--- src/rtl/fft_radix2_iter.sv ---
// Iterative in-place radix-2 DIT FFT: loads N samples in bit-reversed order,
// runs LOG2N stages on one shared butterfly, then streams bins out in natural order.
module fft_radix2_iter #(
    parameter int unsigned WIDTH = 36,
    parameter int unsigned LOG2N = 4,
    parameter int unsigned SCALE = 1
) (
    input  logic             clock,
    input  logic             reset,
    input  logic             start,
    input  logic             in_valid,
    input  logic [WIDTH-1:0] in_data,
    output logic             in_ready,
    output logic             out_valid,
    output logic [WIDTH-1:0] out_data,
    input  logic             out_ready,
    output logic             busy,
    output logic             done,
    output logic             ovf
);
    localparam int unsigned H  = WIDTH / 2;
    localparam int unsigned N  = 1 << LOG2N;
    localparam int unsigned AW = LOG2N;
    localparam int unsigned JW = LOG2N - 1;
    localparam int unsigned SW = $clog2(LOG2N);
    localparam int unsigned PW = 2 * H + 1;
    // One guard bit beyond the minimum so |W*B| up to sqrt(2) cannot wrap.
    localparam int unsigned XW = H + 2;
    localparam real         PI = 3.14159265358979323846;
    localparam longint      MAXQ = (longint'(1) << (H - 1)) - 1;
    localparam logic signed [XW-1:0] MAXV = XW'(MAXQ);
    localparam logic signed [XW-1:0] MINV = XW'(-MAXQ - 1);
    localparam logic signed [PW-1:0] RND  = PW'(longint'(1) << (H - 2));

    typedef enum logic [1:0] {IDLE, LOAD, COMPUTE, UNLOAD} state_t;

    state_t          state;
    logic [AW-1:0]   k;
    logic [AW-1:0]   m;
    logic [JW-1:0]   j;
    logic [SW-1:0]   s;
    logic [WIDTH-1:0] mem    [N];
    logic [WIDTH-1:0] tw_rom [N/2];

    function automatic real taylor(input real x, input bit want_sin);
        real term;
        real acc;
        term = want_sin ? x : 1.0;
        acc  = term;
        for (int i = 1; i < 24; i++) begin
            if (want_sin) term = -term * x * x / real'((2 * i) * (2 * i + 1));
            else          term = -term * x * x / real'((2 * i - 1) * (2 * i));
            acc = acc + term;
        end
        return acc;
    endfunction

    // Round to nearest Q1.(H-1); +1.0 clamps to the largest positive code.
    function automatic logic [H-1:0] quant(input real v);
        real    sc;
        longint r;
        sc = v * real'(longint'(1) << (H - 1));
        r  = (sc >= 0.0) ? longint'($rtoi(sc + 0.5)) : -longint'($rtoi(0.5 - sc));
        if (r > MAXQ)      r = MAXQ;
        if (r < -MAXQ - 1) r = -MAXQ - 1;
        return H'(r);
    endfunction

    for (genvar t = 0; t < N / 2; t++) begin : g_tw
        localparam real ANG = 2.0 * PI * real'(t) / real'(N);
        localparam logic [WIDTH-1:0] TW = {quant(taylor(ANG, 1'b0)), quant(-taylor(ANG, 1'b1))};
        assign tw_rom[t] = TW;
    end

    function automatic logic [AW-1:0] bitrev(input logic [AW-1:0] v);
        logic [AW-1:0] r;
        for (int i = 0; i < AW; i++) r[i] = v[AW-1-i];
        return r;
    endfunction

    // Optional halving with round-half-up, then saturate; MSB of the result flags saturation.
    function automatic logic [H:0] post(input logic signed [XW-1:0] v);
        logic signed [XW-1:0] t;
        logic                 sat;
        t = v;
        if (SCALE != 0) begin
            t = v + XW'(1);
            t = t >>> 1;
        end
        sat = 1'b0;
        if (t > MAXV) begin
            t   = MAXV;
            sat = 1'b1;
        end else if (t < MINV) begin
            t   = MINV;
            sat = 1'b1;
        end
        return {sat, H'(t)};
    endfunction

    logic [AW-1:0] jx, span_mask, addr_a, addr_b, rd_addr;
    logic [JW-1:0] tw_idx;
    logic          load_hs;

    always_comb begin
        jx        = AW'(j);
        span_mask = AW'((1 << s) - 1);
        addr_a    = ((jx >> s) << (32'(s) + 1)) | (jx & span_mask);
        addr_b    = addr_a | AW'(1 << s);
        tw_idx    = JW'((jx & span_mask) << (LOG2N - 1 - 32'(s)));
        rd_addr   = addr_a;
        if (state == UNLOAD) rd_addr = out_valid ? m + AW'(1) : m;
        load_hs   = in_ready && in_valid;
    end

    logic [WIDTH-1:0]      word_a, word_b, tw;
    logic signed [H-1:0]   ar, ai, br, bi, wr, wi;
    logic signed [PW-1:0]  p_rr, p_ii, p_ri, p_ir, pr, pi;
    logic signed [XW-1:0]  wbr, wbi, ax_r, ax_i;
    logic signed [H-1:0]   top_r, top_i, bot_r, bot_i;
    logic                  sat_tr, sat_ti, sat_br, sat_bi, bf_sat;

    // Shared butterfly: full-precision W*B, rounded back to Q1, then add/sub.
    always_comb begin
        word_a = mem[rd_addr];
        word_b = mem[addr_b];
        tw     = tw_rom[tw_idx];
        ar     = word_a[WIDTH-1:H];
        ai     = word_a[H-1:0];
        br     = word_b[WIDTH-1:H];
        bi     = word_b[H-1:0];
        wr     = tw[WIDTH-1:H];
        wi     = tw[H-1:0];
        p_rr   = PW'(br) * PW'(wr);
        p_ii   = PW'(bi) * PW'(wi);
        p_ri   = PW'(br) * PW'(wi);
        p_ir   = PW'(bi) * PW'(wr);
        pr     = p_rr - p_ii + RND;
        pi     = p_ri + p_ir + RND;
        wbr    = XW'(pr >>> (H - 1));
        wbi    = XW'(pi >>> (H - 1));
        ax_r   = XW'(ar);
        ax_i   = XW'(ai);
        {sat_tr, top_r} = post(ax_r + wbr);
        {sat_ti, top_i} = post(ax_i + wbi);
        {sat_br, bot_r} = post(ax_r - wbr);
        {sat_bi, bot_i} = post(ax_i - wbi);
        bf_sat = sat_tr | sat_ti | sat_br | sat_bi;
    end

    // Sample store: loader writes bit-reversed, butterfly writes both legs in place.
    always_ff @(posedge clock) begin
        if (load_hs) begin
            mem[bitrev(k)] <= in_data;
        end else if (state == COMPUTE) begin
            mem[addr_a] <= {top_r, top_i};
            mem[addr_b] <= {bot_r, bot_i};
        end
    end

    always_ff @(posedge clock or negedge reset) begin
        if (!reset) begin
            state     <= IDLE;
            k         <= '0;
            m         <= '0;
            j         <= '0;
            s         <= '0;
            in_ready  <= 1'b0;
            out_valid <= 1'b0;
            out_data  <= '0;
            busy      <= 1'b0;
            done      <= 1'b0;
            ovf       <= 1'b0;
        end else begin
            done <= 1'b0;
            unique case (state)
                IDLE: begin
                    if (start) begin
                        state    <= LOAD;
                        in_ready <= 1'b1;
                        busy     <= 1'b1;
                        ovf      <= 1'b0;
                        k        <= '0;
                    end
                end
                LOAD: begin
                    if (load_hs) begin
                        k <= k + AW'(1);
                        if (k == AW'(N - 1)) begin
                            state    <= COMPUTE;
                            in_ready <= 1'b0;
                            s        <= '0;
                            j        <= '0;
                        end
                    end
                end
                COMPUTE: begin
                    if (bf_sat) ovf <= 1'b1;
                    j <= j + JW'(1);
                    if (j == JW'(N / 2 - 1)) begin
                        if (s == SW'(LOG2N - 1)) begin
                            state <= UNLOAD;
                            m     <= '0;
                        end else begin
                            s <= s + SW'(1);
                        end
                    end
                end
                UNLOAD: begin
                    // First UNLOAD cycle fetches bin 0 once the last butterfly has landed.
                    if (!out_valid) begin
                        out_valid <= 1'b1;
                        out_data  <= word_a;
                    end else if (out_ready) begin
                        if (m == AW'(N - 1)) begin
                            out_valid <= 1'b0;
                            done      <= 1'b1;
                            busy      <= 1'b0;
                            state     <= IDLE;
                        end else begin
                            m        <= m + AW'(1);
                            out_data <= word_a;
                        end
                    end
                end
                default: state <= IDLE;
            endcase
        end
    end
endmodule
--- config.mk ---
export PLATFORM = sky130hd
export DESIGN_NAME = fft_radix2_iter
export DESIGN_NICKNAME = d
export VERILOG_FILES = /design/src/rtl/fft_radix2_iter.sv
export SDC_FILE = /design/constraint.sdc
export NUM_CORES = 2
export LEC_CHECK = 0
export BUFFER_PORTS_ARGS = -buffer_cell sky130_fd_sc_hd__clkbuf_2
export CAP_MARGIN = 20
export CORE_MARGIN = 2
export CORE_UTILIZATION = 55
export DETAILED_ROUTE_END_ITERATION = 7
export PLACE_DENSITY = 0.86
export SLEW_MARGIN = 20
export SYNTH_ARGS = -nofsm -noshare
export SYNTH_HDL_FRONTEND = slang
export SYNTH_SLANG_ARGS = --single-unit
--- constraint.sdc ---
create_clock -name clock -period 15.75 [get_ports clock]
set_clock_uncertainty 0.1 [all_clocks]
set_input_delay 2.3625 -clock clock [delete_from_list [all_inputs] [get_ports clock]]
set_output_delay 2.3625 -clock clock [all_outputs]
set_load 0.05 [all_outputs]
==> results.toml <==
[logic_synthesis]
postSynthCellCount = 9528
synth_enable_flop_cells = 576
synth_area_leaders = "fa_1 33%, edfxtp_1 20%, inv_1 8.6%, ha_1 7.0%, nor2_1 5.1%"
syn-mean-instance-area_sq_um = 9.03
synth.cell_area_sq_mm = 0.0861
synth_top_area_share = 0.331
async_flop_share = 0.0886
most_common_flop_cell_mapped_by_yosys = "edfxtp_1"
yosysUniqueCellTypes = 95
yosys_warnings = 0
synth-seq-cells = 632
synth.yosys.seq_area_share = 0.217
synthDominantAreaCellType = "fa_1"
synth_fp_nets = 11474

[sta]
setup_violators_final = 0
final.period_utilization = 0.962
worst-slew-pin-transition_ns = 1.15
timing.fmax_mhz = 66.0
report.final.hold_viol_count = 0
timing.final.crit_period_ns = 15.15
hold-worst-slack_ns = 0.393
slew_viol_final = 0
maxSlewHeadroom = 0.232
worst_slack_ns = 0.603

[setup_path]
worst_ep_required_time_ns = 16.09
critical_path.reg2reg.endpoint = "mem[11][30]$_DFFE_PP_"
nature_of_the_critical_path_startpoint = "register"
reg2reg_depth = 62
critPathMostFrequentCell = "fa_1"
cp_max_fo = 16
timing.reg2reg.setup_slack_ns = 0.60
cp-end-kind = "register"
critical_path_buf_inv_count = 15
arr_time_crit_path_ns = 15.49
critical_path.reg2reg.startpoint = "s[1]$_DFFE_PN0P_"
critPathMaxStageDelay_ns = 0.62
criticalPathCategory = "register to register"
crit_slowest_cell = "or4b_2"
path_delay_family = "adder cells"

[routing]
vias = 72402
detail-route-antenna-nets = 0
finalWirelength_mm = 318
wl_met1_mm = 104
drt_iter0_drc = 10627
wl_per_cell_um = 27.2
drt-vias-per-instance = 6.21
dr_wl_met2_mm = 139
wl_met3_mm = 42.5
drc_errors = 23
top_layer = "met5"
drt_pre_antenna_iters = 8

[power_and_ir_drop]
power.total_mw = 3.36
vdd_drop_max_mv = 0.0876
total_leakage_power_nw = 44.3
power_density_mw_per_mm2 = 36.0

[clock_network]
clockBufferDepth = 3
cts-root-buf = "clkbuf_16"
cts_buffer_count = 56
htree_levels = 2
clk_lat_worst_skew_ns = 0.65
clock_tree_from_tritoncts = "built"
path_clk_slew_ns = 0.07
clock-sinks = 632

[floorplan]
die_y_extent_um = 400
fp-row-count = 145
design.die.area_sq_mm = 0.160
chipWidth_um = 400
start_util = 0.552
io-pin-count = 82
floorplan.core_area_sq_mm = 0.156

[hold_path]
worst_hold_path.num_cells = 2
hp-start = "out_data[19]$_DFFE_PN0P_"
min_to = "out_data[19]$_DFFE_PN0P_"
hp-class = "register to register"

[layout]
layout-drive-gt1-share = 0.0880
fin_nets = 11509
area_growth_pct = 8.38
final-instance-count-excl-fill = 11664

[place]
placed_cells_incl_taps = 11547
pre_cts_slack_ns = -0.128
finalWeightedCongestion = 1.05
port-buffer-count = 81
detailedPlacementHpwl_mm = 240

[global_route]
antenna_found_initial = 6
grt_max_degree = 160
first_global_vias = 74902
grt_pass1_wl_mm = 466
groute.usage.overall = 0.401
grt_overflow = 0

[status]
run_status = "complete, but fails checks"
failed_checks = "design-rule violations"

[flow_run]
max_cap_violations = 0
## cells in the mapped netlist, types with 85 or more instances
cell type,count
ha_1,483
a311oi_1,104
edfxtp_1,576
nor3_1,184
nand3_1,194
o22ai_1,158
xnor2_1,118
nor2_1,1179
o21ai_0,108
nand2_1,1021
fa_1,1422
and3_1,85
a21oi_1,557
a31oi_1,132
mux2i_1,120
inv_1,1965
clkbuf_1,416
## per-layer routing
metal,GRT usage,vias to the layer above
met5,0,-
met2,0.615,5581
met3,0.106,1660
met1,0.485,34999
met4,0.302,6
li1,-,30156
## logic make-up (layout without fill, tap and decap cells)
family,Yosys count,after routing,synth area share
xor+xnor,159,159,0.0164
buf+inv,2498,2573,0.111
flops,632,632,0.217
compound gates,1283,1283,0.0931
simple gates,2881,2882,0.141
other cells,0,2,0
mux,158,158,0.0191
fa+ha+maj,1917,1917,0.402
## how the worst max path moves through the flow
stage / slack (ns) / endpoint / start / depth (start not counted)
floorplan: 0.76 / mem[0][21]$_DFFE_PP_ / s[0]$_DFFE_PN0P_ / 63
global placement: 0.19 / mem[0][1]$_DFFE_PP_ / s[1]$_DFFE_PN0P_ / 58
detailed placement: -0.13 / mem[14][1]$_DFFE_PP_ / s[1]$_DFFE_PN0P_ / 63
CTS: 0.07 / mem[14][1]$_DFFE_PP_ / s[1]$_DFFE_PN0P_ / 59
global route: -0.07 / mem[9][29]$_DFFE_PP_ / s[0]$_DFFE_PN0P_ / 59
finish: 0.60 / mem[11][30]$_DFFE_PP_ / s[1]$_DFFE_PN0P_ / 62
## layout make-up
class | instances | area, sq um
repair buffers | 505 | 4000
clock inverters | 36 | 378
diodes | 2 | 5.00
multi-input cells | 6399 | 58800
well taps | 2058 | 2570
fillers | 12847 | 62600
inverters | 1969 | 7390
flip-flops and latches | 632 | 18700
clock buffers | 63 | 1450
## registers in the layout, summed over array words and instances (netlist names)
| name | cells |
|---|---|
| mem | 576 |
| state | 2 |
| out_data | 36 |
| s | 2 |
| m | 4 |
| in_ready | 1 |
| k | 4 |
| out_valid | 1 |
| j | 3 |
| ovf | 1 |
| done | 1 |
| busy | 1 |
## worst reg2reg max path: cells and delay by family, from the launching register on
family | cells | cell delay (ns)
AOI/OAI and AO/OA | 19 | 3.53
xor gates and xnor gates | 3 | 0.59
adders and majority gates | 13 | 5.26
buffers and inverters | 15 | 2.33
DFF | 1 | 0.42
muxes | 1 | 0.17
and+or+nand+nor | 11 | 2.56
## stage by stage
stage               area, sq um   util  TNS (ns)
finish                    93300  0.599         0
detailed placement        91000  0.584     -1.39
global placement          91000  0.584         0
floorplan                 86100      -         0
global route              93300  0.598     -3.12
CTS                       92900  0.596         0
## layout by cell type (no fill, tap or decap), types with 56 or more instances in the layout
master	synthesis	layout
o21ai_0	108	89
xnor2_1	118	115
edfxtp_1	576	576
nand3_1	194	178
inv_1	1965	1965
nor2_1	1179	1171
buf_4	13	390
mux2i_1	120	118
clkbuf_16	0	58
and3_1	85	84
o22ai_1	158	156
fa_1	1422	1422
a31oi_1	132	132
a21oi_1	557	546
clkbuf_2	0	80
nand2_1	1021	1014
ha_1	483	481
nor3_1	184	181
a311oi_1	104	104
dfrtp_1	56	56
## report_power, final
group / switching, mW / internal (mW)
sequential: 0 / 1.83
clock: 0.661 / 0.776
combinational: 0.0585 / 0.0349
## repair_timing
item / in CTS / in global routing
setup buffers: 0 / 14
pin swaps: 0 / 7
gates cloned: 0 / 2
resized for setup: 1 / 65
setup endpoints to repair: 49 / 558
hold buffers: 0 / 0
(Power assumes the default switching activity.)
